File: src/rtl/duv_arb_pkg.sv
// duv_arb shared types: FSM state, owner id and round-robin pick.
// Imported by duv_arb; no ports.
package duv_arb_pkg;

    typedef enum logic [1:0] {
        S_IDLE  = 2'd0,
        S_GRANT = 2'd1,
        S_GAP   = 2'd2
    } state_e;

    typedef enum logic {
        OWN_A = 1'b0,
        OWN_B = 1'b1
    } owner_e;

    localparam logic [7:0] CNT_MAX = 8'hFF;

    // Under contention the requester not served last wins.
    function automatic owner_e rr_pick(
        input logic [1:0] req,
        input owner_e     last
    );
        if (req == 2'b11) begin
            return (last == OWN_A) ? OWN_B : OWN_A;
        end
        return req[0] ? OWN_A : OWN_B;
    endfunction

    function automatic logic [1:0] own_onehot(input owner_e own);
        return (own == OWN_A) ? 2'b01 : 2'b10;
    endfunction

endpackage

File: src/rtl/duv_arb.sv
// duv_arb: two-requester round-robin arbiter for a shared DUV.
// Ports: clk, arst (async, active-low), req/rel/a_din/b_din in;
// gnt (one-hot), duv_in_a/b, busy, tmo, gcnt_a/b out.
// Optional grant statistics: define DUV_ARB_STATS_EN.
module duv_arb
    import duv_arb_pkg::*;
#(
    parameter int unsigned HOLD_MAX = 8,
    parameter int unsigned GAP      = 1
) (
    input  logic       clk,
    input  logic       arst,
    input  logic [1:0] req,
    input  logic [1:0] rel,
    input  logic [1:0] a_din,
    input  logic [1:0] b_din,
    output logic [1:0] gnt,
    output logic       duv_in_a,
    output logic       duv_in_b,
    output logic       busy,
    output logic       tmo,
    output logic [7:0] gcnt_a,
    output logic [7:0] gcnt_b
);

    localparam logic [7:0] HOLD_LIM = 8'(HOLD_MAX);
    localparam logic [3:0] GAP_LIM  = 4'(GAP);

    state_e     state_q, state_d;
    owner_e     owner_q, owner_d;
    owner_e     last_q, last_d;
    owner_e     pick;
    logic [1:0] gnt_q, gnt_d;
    logic [7:0] hold_q, hold_d;
    logic [3:0] gap_q, gap_d;
    logic       tmo_q, tmo_d;
    logic [1:0] duv_q, duv_d;
    logic       own_req;
    logic       own_rel;
    logic       expire;

    assign pick    = rr_pick(req, last_q);
    assign own_req = (owner_q == OWN_A) ? req[0] : req[1];
    assign own_rel = (owner_q == OWN_A) ? rel[0] : rel[1];
    assign expire  = (hold_q == HOLD_LIM);

    // DUV drive is the owner's din delayed by one cycle behind gnt.
    always_comb begin
        duv_d = 2'b00;
        unique case (1'b1)
            gnt_q[0]: duv_d = a_din;
            gnt_q[1]: duv_d = b_din;
            default:  duv_d = 2'b00;
        endcase
    end

    always_comb begin
        state_d = state_q;
        owner_d = owner_q;
        last_d  = last_q;
        gnt_d   = gnt_q;
        hold_d  = hold_q;
        gap_d   = gap_q;
        tmo_d   = 1'b0;
        unique case (state_q)
            S_IDLE: begin
                if (req != 2'b00) begin
                    state_d = S_GRANT;
                    owner_d = pick;
                    gnt_d   = own_onehot(pick);
                    // first granted cycle already counts as 1
                    hold_d  = 8'd1;
                end
            end
            S_GRANT: begin
                if (expire || !own_req || own_rel) begin
                    state_d = S_GAP;
                    gnt_d   = 2'b00;
                    last_d  = owner_q;
                    tmo_d   = expire;
                    gap_d   = 4'd1;
                end else if (hold_q != CNT_MAX) begin
                    hold_d = hold_q + 8'd1;
                end
            end
            S_GAP: begin
                if (gap_q >= GAP_LIM) begin
                    state_d = S_IDLE;
                    gap_d   = 4'd0;
                end else begin
                    gap_d = gap_q + 4'd1;
                end
            end
            default: begin
                state_d = S_IDLE;
                gnt_d   = 2'b00;
            end
        endcase
    end

    always_ff @(posedge clk or negedge arst) begin
        if (!arst) begin
            state_q <= S_IDLE;
            owner_q <= OWN_B;
            last_q  <= OWN_B;
            gnt_q   <= 2'b00;
            hold_q  <= 8'd0;
            gap_q   <= 4'd0;
            tmo_q   <= 1'b0;
            duv_q   <= 2'b00;
        end else begin
            state_q <= state_d;
            owner_q <= owner_d;
            last_q  <= last_d;
            gnt_q   <= gnt_d;
            hold_q  <= hold_d;
            gap_q   <= gap_d;
            tmo_q   <= tmo_d;
            duv_q   <= duv_d;
        end
    end

    assign gnt      = gnt_q;
    assign duv_in_a = duv_q[0];
    assign duv_in_b = duv_q[1];
    assign busy     = (state_q != S_IDLE);
    assign tmo      = tmo_q;

`ifdef DUV_ARB_STATS_EN
    logic       start_a;
    logic       start_b;
    logic [7:0] cnt_a_q;
    logic [7:0] cnt_b_q;

    assign start_a = (state_q == S_IDLE) && (req != 2'b00)
                     && (pick == OWN_A);
    assign start_b = (state_q == S_IDLE) && (req != 2'b00)
                     && (pick == OWN_B);

    always_ff @(posedge clk or negedge arst) begin
        if (!arst) begin
            cnt_a_q <= 8'd0;
            cnt_b_q <= 8'd0;
        end else begin
            if (start_a && cnt_a_q != CNT_MAX) begin
                cnt_a_q <= cnt_a_q + 8'd1;
            end
            if (start_b && cnt_b_q != CNT_MAX) begin
                cnt_b_q <= cnt_b_q + 8'd1;
            end
        end
    end

    assign gcnt_a = cnt_a_q;
    assign gcnt_b = cnt_b_q;
`else
    assign gcnt_a = 8'd0;
    assign gcnt_b = 8'd0;
`endif

endmodule

File: config.mk
export PLATFORM = sky130hd
export DESIGN_NAME = duv_arb
export DESIGN_NICKNAME = d
export VERILOG_FILES = /design/src/rtl/duv_arb_pkg.sv /design/src/rtl/duv_arb.sv
export SDC_FILE = /design/constraint.sdc
export NUM_CORES = 1
export LEC_CHECK = 0
export ABC_AREA = 1
export CORE_MARGIN = 5
export CORE_UTILIZATION = 48
export CTS_CLUSTER_SIZE = 8
export DETAILED_ROUTE_END_ITERATION = 7
export PLACE_DENSITY = 0.82
export SYNTH_ARGS = -nofsm -noshare
export SYNTH_HDL_FRONTEND = slang
export SYNTH_SLANG_ARGS = --single-unit
File: constraint.sdc
create_clock -name clk -period 1.9 [get_ports clk]
set_clock_uncertainty 0.2 [all_clocks]
set_input_delay 0.19 -clock clk [delete_from_list [all_inputs] [get_ports clk]]
set_output_delay 0.19 -clock clk [all_outputs]
set_load 0.01 [all_outputs]
### Yosys cells after proc, flatten, opt, wreduce, memory -nomap -nowiden

Cells that the tools add are included.

| cells by class | value |
|---|---|
| add/sub/neg operators | 2 |
| magnitude comparators | 1 |
| equality and inequality tests | 10 |
| multiplexer cells | 25 |
| bitwise operators | 1 |
| reduce and logical (&&, ||, !) cells | 14 |

Operator list:

| cell | count |
|---|---|
| $mux 8 | 3 |
| $pmux 8 s2 | 1 |
| $mux 2 | 6 |
| $pmux 2 s3 | 2 |
| $ne 2x2->1 const B | 5 |
| $mux 1 | 9 |
| $add 8x1->8 const B | 1 |
| $eq 8x4->1 const B | 1 |
| $mux 4 | 2 |
| $ne 8x8->1 const B | 1 |
| $pmux 4 s2 | 1 |
| $reduce_bool 2->1 | 4 |
| $reduce_and 2->1 | 3 |
| $reduce_and 3->1 | 2 |
| $add 4x1->4 const B | 1 |
| $eq 2x2->1 const B | 2 |
| $ge 4x1->1 const B | 1 |
| $pmux 2 s2 | 1 |
| $reduce_and 4->1 | 1 |
| $eq 2x1->1 const B | 1 |
| $logic_not 2->1 | 1 |
| $logic_or 1x1->1 | 2 |
| $logic_not 1->1 | 1 |
| $not 1->1 | 1 |

| storage, ports and cells | value |
|---|---|
| register bits | 21 |
| input bits | 10 |

### Longest topological paths before layout

Gate-level depths: netlist of run 1.

| depth | value |
|---|---|
| depth after elaboration | 6 |
| mapped depth | 10 |
| depth with buffers taken out | 10 |

### Worst setup path after synthesis of run 1

OpenSTA, ideal clock, no wires.

| timing path | value |
|---|---|
| path kind | register -> register |
| from | register hold_q[0] |
| to | register hold_q[7] |
| library setup time | 0.117 ns |
| arrival time | 1.241 ns |
| required time | 1.583 ns |
| path slack | 0.342 ns |
| stages on the path, launching flop included | 11 |
| path through | dfrtp_1 > inv_1 > ha_1 > nand2_1 > nor2_1 > nand2_1 > nand3_1 > nand2_4 > nand2_4 > nand2_1 > nand2_1 |

| on the way | value |
|---|---|
| cells in the longest elaborated chain, start to end | 5 |

Ends and longest elaborated chain:

| element | RTL line | RTL |
|---|---|---|
| start, declared | duv_arb.sv:34 | `logic [7:0] hold_q, hold_d;` |
| start signal, assigned | duv_arb.sv:116 | `hold_q <= hold_d;` |
| parallel branches: the longest is 5 deep, another holds $add 8x1->8 | n/a |  |

Parallel ways; which one is timed is not known. The select of a mux whose other input is x is not followed.
A chain may end at the register's enable or synchronous reset.

### Worst setup path in the final report of run 1

| timing path | value |
|---|---|
| from | register state_q[0] |
| to | output busy |

| on the way | value |
|---|---|
| cells in the longest elaborated chain, start to end | 1 |

Ends and longest elaborated chain:

| element | RTL line | RTL |
|---|---|---|
| start, declared | duv_arb.sv:29 | `state_e state_q, state_d;` |
| start signal, assigned | duv_arb.sv:112 | `state_q <= state_d;` |
| $reduce_bool 2->1 | duv_arb.sv:126 | `assign busy = (state_q != S_IDLE);` |
| end, declared | duv_arb.sv:20 | `output logic busy,` |

No other way between the ends.

==> results.txt, run 1 <==
The launch point of the worst reg-to-reg path is hold_q[0]. The number of buffers added by the clock tree synthesis step came out at 3. Measured along the y axis, the die boundary spans about 62 um.

The later pin in the worst-skew pair is clocked with a latency of a little under 300 ps. The leakage dissipation is 0.7791 nW. The adder and majority cell fraction of the synthesized area came out at 4.826%.

Of the post-synthesis cell area, the part taken by muxes is 0%. The starting density of the core came out at 51.39%. The floorplan core area came out at 0.002522 mm2. For this block, the initial DRC count from the detailed router was 40. The placement-stage cell area came out at 0.001435 mm2. Summing all non-filler instances in the final layout gives an area of 0.001463 mm2.

The total congestion overflow came out at 0. In the final routed layout, each cell accounts on average for 10.20 um. The number of synthesis warnings came out at 0. The worst setup path is launched from a flop. The routed layout has 1028 vias. The compound-gate portion of the synthesized area is 5.212%. The area added between synthesis and finish came out at 12.84%.

The number of buffers between clock root and the deepest sink is 2. The maximum number of pins on one net before global-route repair is 22. The critical path in this run is classified as flop to primary output. In the layout the commonest cells are 55 x sky130_fd_sc_hd__nand2_1, 25 x sky130_fd_sc_hd__inv_1, 18 x sky130_fd_sc_hd__dfrtp_1. The total track usage came out at approximately an eighth. The count of final max-slew check failures is 0.

Counting flops and latches in the post-synthesis netlist gives 21. The peak ir drop on the vdd network came out at 0.7007 mV. Broken down by cell family, the worst path's largest delay share belongs to buffers and inverters. After routing, the total negative slack on setup checks comes to 0 ps. The number of hold buffers added after CTS was 0. The total internal power is 0.0009176 W. In this run the worst path has a maximum fanout of 4. The critical path goes through nor2_1 > inv_1 > clkdlybuf4s50_1. The final routed wirelength across all metal layers is 2.294 mm. After legalization and detailed placement, the total HPWL measured 1.829 mm. The post-route clock period utilization came out at 96.00%.

Power spread over the standard cell area amounts to 1040 mW/mm2. The count of cells in the finished layout, fillers not included, comes to roughly 230. The maximum single-stage delay on the critical path came out at 480 ps.

The setup violation total in the final timing report is 0. The count of buffers added on input and output ports is 15. The area of combinational cells with multiple inputs is 606.8 um2. A synthesized cell averages 7.407 um2.

The sequential cells in the finished layout cover a total of 529.3 um2. The endpoint identified for the worst register-to-register timing path is hold_q[7]. The portion of total power attributed to the clock network came out at 13.4%.

The horizontal die dimension came out at 61.97 um. The max-capacitance violation count came out at 0. The min-delay analysis places its worst path in the category input port to async pin. The number of global-route vias before repair is between 800 and 900. The slowest library cell on the worst path is sky130_fd_sc_hd__clkdlybuf4s50_1. The final weighted congestion in routability-driven placement came out at 0.8588. STA classifies the critical path endpoint as a primary output.

The antenna diode instance count is 0. The antenna violation net count after detailed routing came out at 0. The distinct cell type count of the synthesized netlist is 19. The first-pass GRT wire length came out at 3.677 mm. The number of antenna violations at the first check in global routing came to 0. Setup repair after global routing left no endpoint under its margin. Tracing the worst setup path back leads to its startpoint at state_q[0]. The remaining routing DRC violations is 0. The synthesized-area fraction occupied by and/or/nand/nor cells is ~32%. The fmax is 548.2 MHz. The clock-pin transition on the worst setup and hold timing paths came out at 110 ps. Counting every instance in the synthesized netlist gives 175. The proportion of synthesized chip area in sequential cells is 40.73%.

The setup check on the worst reg-to-reg path leaves a slack of 200 ps. The switching portion of total power came out at 39.70%. The number of top-level pins came out at 32.

Combinational cells account for 41.7% of the total power. The number of inserted filler cells in the final layout is 238. The tree is rooted in a sky130_fd_sc_hd__clkbuf_4. For this design, the sink count on the clock tree is 21.

The worst path buffer plus inverter count came out at 2. The leading cell type in the layout, fill and taps excluded is sky130_fd_sc_hd__nand2_1. The number of core rows came out at 18. Counting tap cells, the placed design contains a total of 221 instances. The largest family of logic cells by synthesized area is simple AND/OR/NAND/NOR gates. The die covers 0.003840 mm2. The xor and xnor fraction of the mapped netlist area came out at 0%.

The via density per instance is 4.569. The buffer count from post-CTS setup fixing came out at 0. The fraction of layout instances using a drive strength above 1 came out at under 10%. The clock tree from TritonCTS is built.

The sequential group share of total power is about 45%. The H-tree depth came out at 1. The iteration count of the initial detailed-routing pass is 4. The final-stage net count came out at 211.

The endpoint arrival time on the critical path came out at 1430 ps. The number of cells on the worst reg-to-reg path is 10. The flow ran to the end, and the final reports show no timing, DRC or antenna violations. STA puts the critical path data required time at 1510 ps. The net switching power is 0.0006041 W. The hold violation count in the final report came out at 0. The post-synthesis instance area is 0.001296 mm2. For the finished layout, the period the worst path requires is ~1800 ps.
cell usage after synthesis, drive strengths merged:
cell type | instances | area (um2)
clkinv | 1 | 3.750
dfstp | 2 | 52.55
nand3b | 2 | 15.01
nand3 | 16 | 92.59
dfrtp | 19 | 475.5
inv | 25 | 93.84
a22o | 2 | 17.52
nand4 | 2 | 12.51
nand2 | 57 | 229.0
a21oi | 1 | 5.000
o21ai | 9 | 45.04
ha | 5 | 62.56
nor2 | 16 | 62.56
buf | 16 | 120.1
nor3 | 1 | 5.000
conb | 1 | 3.750
power groups by stage:
stage / sequential (W) / clock, W / combinational, W
detailed placement: 0.000690 / 0 / 0.000636
CTS: 0.000680 / 0.000215 / 0.000642
global route: 0.000701 / 0.000236 / 0.000728
global placement: 0.000687 / 0 / 0.000632
floorplan: 0.000684 / 0 / 0.000427
finish: 0.000684 / 0.000203 / 0.000635
stage by stage:
step / hold WS (ps) / power [W] / util [%] / worst slack, ps
final: 18.88 / 0.001522 / 57.99 / 75.96
after global routing: 17.16 / 0.001665 / 57.99 / 2.538
after CTS: 14.42 / 0.001538 / 57.94 / 33.78
after detailed placement: 288.9 / 0.001326 / 56.89 / 170.2
after global placement: 277.8 / 0.001319 / 56.89 / 206.9
after floorplan: -305.6 / 0.001111 / - / 342.3
worst reg2reg max path: cells and delay by family (launching register included):
family | cells | cell delay (ps)
simple gates | 8 | 680
flops | 1 | 460
fa+ha+maj | 1 | 190
buf+inv | 1 | 70
sequential cells by signal, summed over array words and instances (netlist names):
name	count
tmo	1
owner_q	1
gnt	2
gap_q	4
duv_q	2
hold_q	8
last_q	1
state_q	2
per-layer routing:
layer  up-vias  track usage, %  part of all wire (%)
li1        549               -                     -
met1       448           18.26                    45
met2        29           19.53                    50
met3         2           1.860                   4.8
met4         0           5.455                  0.52
met5         -               0                     0
cell type report:
cell class | instances | share of cell area, %
flip-flops and latches | 21 | 36.18
inverters | 26 | 6.672
clock buffers | 4 | 1.796
multi-input cells | 127 | 41.49
repair buffers | 17 | 11.29
well taps | 30 | 2.566
cell families after synthesis:
| kind of cell | Yosys count |
|---|---|
| compound gates | 12 |
| buf+inv | 42 |
| flops | 21 |
| other cells | 1 |
| simple gates | 94 |
| fa+ha+maj | 5 |
timing repair:
action | 4_1_cts | 5_1_grt
gates resized for setup | 0 | 1
endpoints found under the setup margin | 0 | 1
endpoints found under the hold margin | 0 | 0
worst max-delay path by stage:
stage / endpoint / cells after the start
floorplan: hold_q[7] / 10
global placement: hold_q[7] / 8
detailed placement: hold_q[5] / 8
CTS: busy / 3
global route: busy / 3
finish: busy / 3
(Power assumes the default switching activity.)
==> run 2: changes to the inputs <==
- CORE_UTILIZATION: 48 -> 35
- PLACE_DENSITY: 0.82 -> 0.64
==> run 2 against run 1 <==
  * Count of clock-buffer cells in the layout unchanged
  * Via count is 1.8% higher
  * Core utilization decreased by 16 points
  * Cell count up 8.4%
  * Flip-flop and latch count is the same
  * Fmax increased by 3.9%
  * Critical path depth unchanged
  * Register-to-register slack barely moved
  * Die area rose by 31%
==> results.txt, run 2 (same netlist as run 1, synthesis figures left out) <==
The run finished with clean final reports. Counting the buffers created by CTS gives 3. The longest clock path from root to sink contains 2 buffers. The leakage dissipation came out at 0.7927 nW. The part of the total power dissipated in combinational logic came out at 40.6%. The die outline height is 70.86 um. The number of placed instances, taps included, is 240.

The number of global-route vias before repair came out at approximately 960. In the layout the commonest cells are 55 x sky130_fd_sc_hd__nand2_1, 25 x sky130_fd_sc_hd__inv_1, 19 x sky130_fd_sc_hd__dfrtp_1. The shortest period the worst path allows is 1755 ps. TritonCTS built the clock tree. The detailed-route via count came out at 1047. The final-stage net count came out at 212. The number of antenna violations at the first check in global routing is 0. Setup repair after global routing left no endpoint under its margin. The hold violation count in the final report came out at 0. The max-capacitance violation count is 0. CTS built an H-tree with a depth of 1. The endpoint arrival time on the critical path came out at 1370 ps. The total negative slack came out at 0 ps. The iteration count of the initial detailed-routing pass is 5. The floorplan die area is 0.005020 mm2. The final weighted congestion in routability-driven placement is 0.8189.

The clock latency reported for the late side of the worst-skew pair came out at 250 ps. The switching portion of total power is a little under two fifths. The floorplan core area came out at 0.003633 mm2. The power per standard cell area is 1070 mW/mm2. The peak ir drop on the vdd network came out at 0.5104 mV. The total track usage is a little under a tenth.

The register with the most flip-flops in the final layout is hold_q. The starting density of the core came out at 35.67%. The violation count after the first detailed-routing iteration came out at 57. The buffer count from post-CTS setup fixing is 0. The number of flip-flops under the largest register name came out at 8. At the worst endpoint, the required time is 1510 ps. CTS saw 21 sinks.

The final routed wirelength across all metal layers is ~2.3 mm. The length of routed wiring on met1 came out at approximately 1.1 mm. The maximum number of pins on one net before global-route repair came out at 22. The type of the most critical hold path is input port to async pin. The routed length per placed instance is ~9.4 um. In this run the clock root is driven by a sky130_fd_sc_hd__clkbuf_8.

The fmax came out at between 500 and 600 MHz. The number of top-level pins is 32. Buffers placed on the I/O ports in this run total 15.

The total met3 wirelength after detailed routing came out at ~83 um. For this design the total switching power over the nets is 0.0006189 W. The fraction of layout instances using a drive strength above 1 came out at 6.122%. In the final layout, the registers with the most flip-flops are hold_q: 8 flops, gap_q: 4 flops. The total congestion overflow came out at 0. The number of core rows came out at 22. The via density per instance is around 4.3.

The maximum fanout encountered on the critical timing path came out at 4. The placed wire-length estimate came out at 1.806 mm. The type of element capturing the critical path is a primary output. STA classifies the critical path startpoint as a flop. The count of final max-slew check failures is 0. The area added between synthesis and finish came out at 16.51%. In the routed design, unresolved DRC markers number 0.

The antenna diode instance count came out at 0. The total internal power came out at 0.0009968 W. The antenna violation net count after detailed routing came out at 0. The type of the worst setup path is flop to primary output. The worst slack at placement is 188.5 ps. The floorplan step set the die width to roughly 71 um. The clock-pin transition on the worst setup and hold timing paths is roughly 70 ps. The portion of total power attributed to the clock network came out at 17.6%. Once the clock tree was built, the resizer swapped 0 gates to a different size. Across all setup checks in the final design, the least slack found is 144.8 ps. Leaving out fill and tap cells, the most frequent cell in the layout is sky130_fd_sc_hd__nand2_1. For this design, the CTS-stage hold fixing added 0 buffers.

Detailed routing placed a total of 1.064 mm of wire on met2. The uppermost metal layer occupied by signal nets is met4. The post-route clock period utilization is 92.38%.

The setup violation total in the final timing report is 0. The sequential group share of total power came out at 41.8%. The first-pass GRT wire length came out at 4.015 mm. The final cell count without fillers came out at roughly 240.
==> run 2: path summary, 6_finish.rpt <==
| path | start | to | slack (ps) | cells after the start |
|---|---|---|---|---|
| max | state_q[0] | busy | 140 | 3 |
| min | arst | gnt[1] | 70 | 2 |
| max reg2reg | hold_q[1] | hold_q[7] | 210 | 10 |
| min reg2reg | last_q | last_q | 290 | 2 |
| max in group asynchronous | arst | last_q | 1160 | 2 |
| min in group clk | last_q | last_q | 290 | 2 |
==> run 2: power by group through the flow <==
stage	Clock (W)	Combinational [W]	Sequential, W
finish	0.000284	0.000657	0.000675
global route	0.000316	0.000761	0.000693
CTS	0.000294	0.000669	0.000676
detailed placement	0	0.000661	0.000685
global placement	0	0.000666	0.000683
floorplan	0	0.000427	0.000684
==> run 2: worst max-delay path, stage by stage, from the launching register on <==
cell and delay, ps:
sky130_fd_sc_hd__dfrtp_1 440, sky130_fd_sc_hd__nor2_1 150, sky130_fd_sc_hd__inv_1 50, sky130_fd_sc_hd__clkdlybuf4s50_1 470
==> run 2: cell type report <==
type | instances | area [um2]
clock buffers | 4 | 45.04
inverters | 26 | 97.59
repair buffers | 18 | 172.7
multi-input cells | 127 | 606.8
flip-flops and latches | 21 | 528.0
well taps | 48 | 60.06
fillers | 392 | 2123
==> run 2: metrics by stage <==
| stage | hold WS, ps | area [um2] | total power [W] | utilization, % |
|---|---|---|---|---|
| finish | 71.69 | 1510 | 0.001616 | 41.56 |
| global route | 96.03 | 1510 | 0.001770 | 41.56 |
| CTS | 79.73 | 1510 | 0.001639 | 41.56 |
| detailed placement | 293.6 | 1465 | 0.001346 | 40.32 |
| global placement | 279.9 | 1465 | 0.001349 | 40.32 |
| floorplan | -305.6 | 1353 | 0.001111 | - |
==> run 2: per-layer routing <==
layer | global-route usage (%) | vias up
met1 | 12.72 | 475
li1 | - | 551
met4 | 3.132 | 0
met3 | 1.420 | 2
met5 | 0 | -
met2 | 15.76 | 19
==> run 3: changes to the inputs <==
- CORE_MARGIN: 5 -> 2
- CTS_CLUSTER_SIZE: 8 -> 10
- TNS_END_PERCENT: unset -> 5
==> run 3 against run 2 <==
  * Die area decreased by 16%
  * Design area increased by 0.17%
  * Non-clock buffer count is the same
  * Clock power fell by 1%
  * Via count decreased by 2.2%
  * Total power increased by 0.34%
  * Wire length is 0.48% lower
  * Cell count is the same
  * Combinational power rose by 0.8%
  * Count of clock-buffer cells in the layout did not move
  * Largest cell class unchanged
  * Largest power group unchanged
==> results.txt, run 3 (same netlist as run 1, synthesis figures left out) <==
The die is 64.86 um tall. Entering global routing, the biggest net connects 22 pins. The hold violation count in the final report was 0. Routability-driven placement finished with a final weighted congestion of around 0.8. The part of the total power dissipated in combinational logic is 40.9%. The flow ran to the end, and the final reports show no timing, DRC or antenna violations. After detailed routing, the number of vias per cell comes to between 4 and 5. The sequential group share of total power came out at about two fifths. The count of final max-slew check failures is 0. The critical path data required time came out at 1510 ps. The net switching power is 0.0006222 W. The library cell used most frequently in the layout, excluding fill and tap cells, is sky130_fd_sc_hd__nand2_1. The clock-pin transition on the worst setup and hold timing paths came out at ~70 ps. The number of buffers added to fix hold violations after cts is 0. The worst slack on hold paths came out at 72.80 ps.

The setup violation total in the final timing report is 0. The first detailed-routing pass ran for 4 iterations. After legalization and detailed placement, the total HPWL measured roughly 1.8 mm. The number of top-level pins came out at 32. The first global-routing pass estimated 4.071 mm of wire. The largest registers in the layout are hold_q: 8 flops, gap_q: 4 flops. TritonCTS built the clock tree.

Adding up every negative setup slack in the final design gives 0 ps. The horizontal die dimension came out at around 65 um. The number of flip-flops under the largest register name is 8. The worst path buffer plus inverter count is 2. The tightest min-delay check is of the input port to async pin type. On the critical path the largest part of the delay comes from buffers and inverters. Of the cells placed in the final design, the portion with a size suffix greater than 1 is 6.633%. After layout, the worst path uses 94.27% of the clock period.

The area of all placed cells without fillers is between 0.0015 and 0.002 mm2. The total track usage is 11.98%. The buffer count from post-CTS setup fixing came out at 0. The floorplan core area is 0.003606 mm2.

The antenna violation net count after detailed routing came out at 0. In the layout the commonest cells are 55 x sky130_fd_sc_hd__nand2_1, 25 x sky130_fd_sc_hd__inv_1, 19 x sky130_fd_sc_hd__dfrtp_1. The root buffer cell chosen for the clock tree is sky130_fd_sc_hd__clkbuf_8.

For this configuration, the core starts out at a cell density of 35.95%. The slowest stage of the critical path belongs to the cell sky130_fd_sc_hd__clkdlybuf4s50_1. The number of antenna violations at the first check in global routing is 0. In this run the static leakage power is 0.7929 nW. hold_q holds more flip-flops than any other register.

The switching portion of total power is 38.38%. Wires add up to 2.277 mm. The power per standard cell area is 1072 mW/mm2. The post-cts repair resize count is 0. The number of buffers between clock root and the deepest sink came out at 2.

The type of the worst setup path is flop to primary output. The final core area utilization is a little over two fifths. The final-stage net count is 212. The clock period could shrink to roughly 1800 ps. The tree built by TritonCTS fans out to 21 sinks. The tool flagged a number of max-cap violations equal to 0. The antenna diode instance count is 0. Walking the worst path, the cells encountered are nor2_2 > inv_1 > clkdlybuf4s50_1. The remaining routing DRC violations is 0. The endpoint arrival time on the critical path is 1400 ps.

The floorplan step defined a die boundary enclosing 0.004206 mm2. The number of global-route vias before repair came out at 974. The final cell count without fillers is around 240.

IR analysis of the VDD net gives a maximum drop of between 0.6 and 0.7 mV. The detailed-route via count came out at 1024. Setup repair after global routing left no endpoint under its margin.

After detailed placement, the design holds a cell count of 240. The number of core rows came out at 22. The portion of total power attributed to the clock network came out at between 10% and 20%.

The launching element type of the critical path is a flop. The maximum fanout encountered on the critical timing path came out at 4. The count of input and output buffers is 15. The maximum single-stage delay on the critical path is 470 ps. Once placement finished, the instance area stood at 0.001465 mm2. For this run, the top clock speed supported by timing is 558.3 MHz.

In this run, CTS created clock tree buffers numbering 3. The total internal power came out at 0.0009990 W. Relative to the synthesized area, the layout overhead comes to 16.70%.

The clock latency reported for the late side of the worst-skew pair came out at 250 ps. For this run the aggregate overflow at the end of global routing stands at 0. The violation count after the first detailed-routing iteration came out at 44.

The worst setup path is captured at a primary output. The H-tree depth came out at 1. In the final routed layout, each cell accounts on average for 9.332 um.
==> run 3: cell counts in the layout (fill, tap and decap cells not counted) <==
Identical to the previous run, type by type.
==> run 3: routing by layer <==
layer / GRT usage [%] / share of wire, %
met3: 1.736 / 2.7
met5: 0 / 0
met2: 21.26 / 49
met4: 3.191 / 0.35
met1: 15.13 / 48
==> run 3: cell type report <==
| cell class | count | area (um2) |
|---|---|---|
| fill | 379 | 2093 |
| multi-input combinational | 127 | 609.3 |
| sequential | 21 | 528.0 |
| timing repair buffer | 18 | 172.7 |
| inverter | 26 | 97.59 |
| tap | 48 | 60.06 |
| clock buffer | 4 | 45.04 |
==> run 3: path summary, 6_finish.rpt <==
kind	startpoint	endpoint	slack, ps	cells past startpoint
worst max register to register	hold_q[0]	hold_q[0]	220	8
worst min register to register	last_q	last_q	300	2
worst max-delay path	state_q[0]	busy	110	3
max in group asynchronous	arst	last_q	1160	2
worst min-delay path	arst	gnt[1]	70	2
min in group clk	last_q	last_q	300	2
==> run 3: per-stage QoR <==
step / worst slack, ps / total power (W)
floorplan: 342.3 / 0.001111
global placement: 197.4 / 0.001345
detailed placement: 178.9 / 0.001351
CTS: 80.12 / 0.001638
global route: 38.02 / 0.001769
finish: 108.9 / 0.001621
==> run 3: power groups by stage <==
| stage | sequential [W] | clock (W) | combinational (W) |
|---|---|---|---|
| after global routing | 0.000693 | 0.000308 | 0.000768 |
| after detailed placement | 0.000687 | 0 | 0.000664 |
| final | 0.000679 | 0.000280 | 0.000662 |
| after floorplan | 0.000684 | 0 | 0.000427 |
| after global placement | 0.000683 | 0 | 0.000661 |
| after CTS | 0.000678 | 0.000288 | 0.000671 |
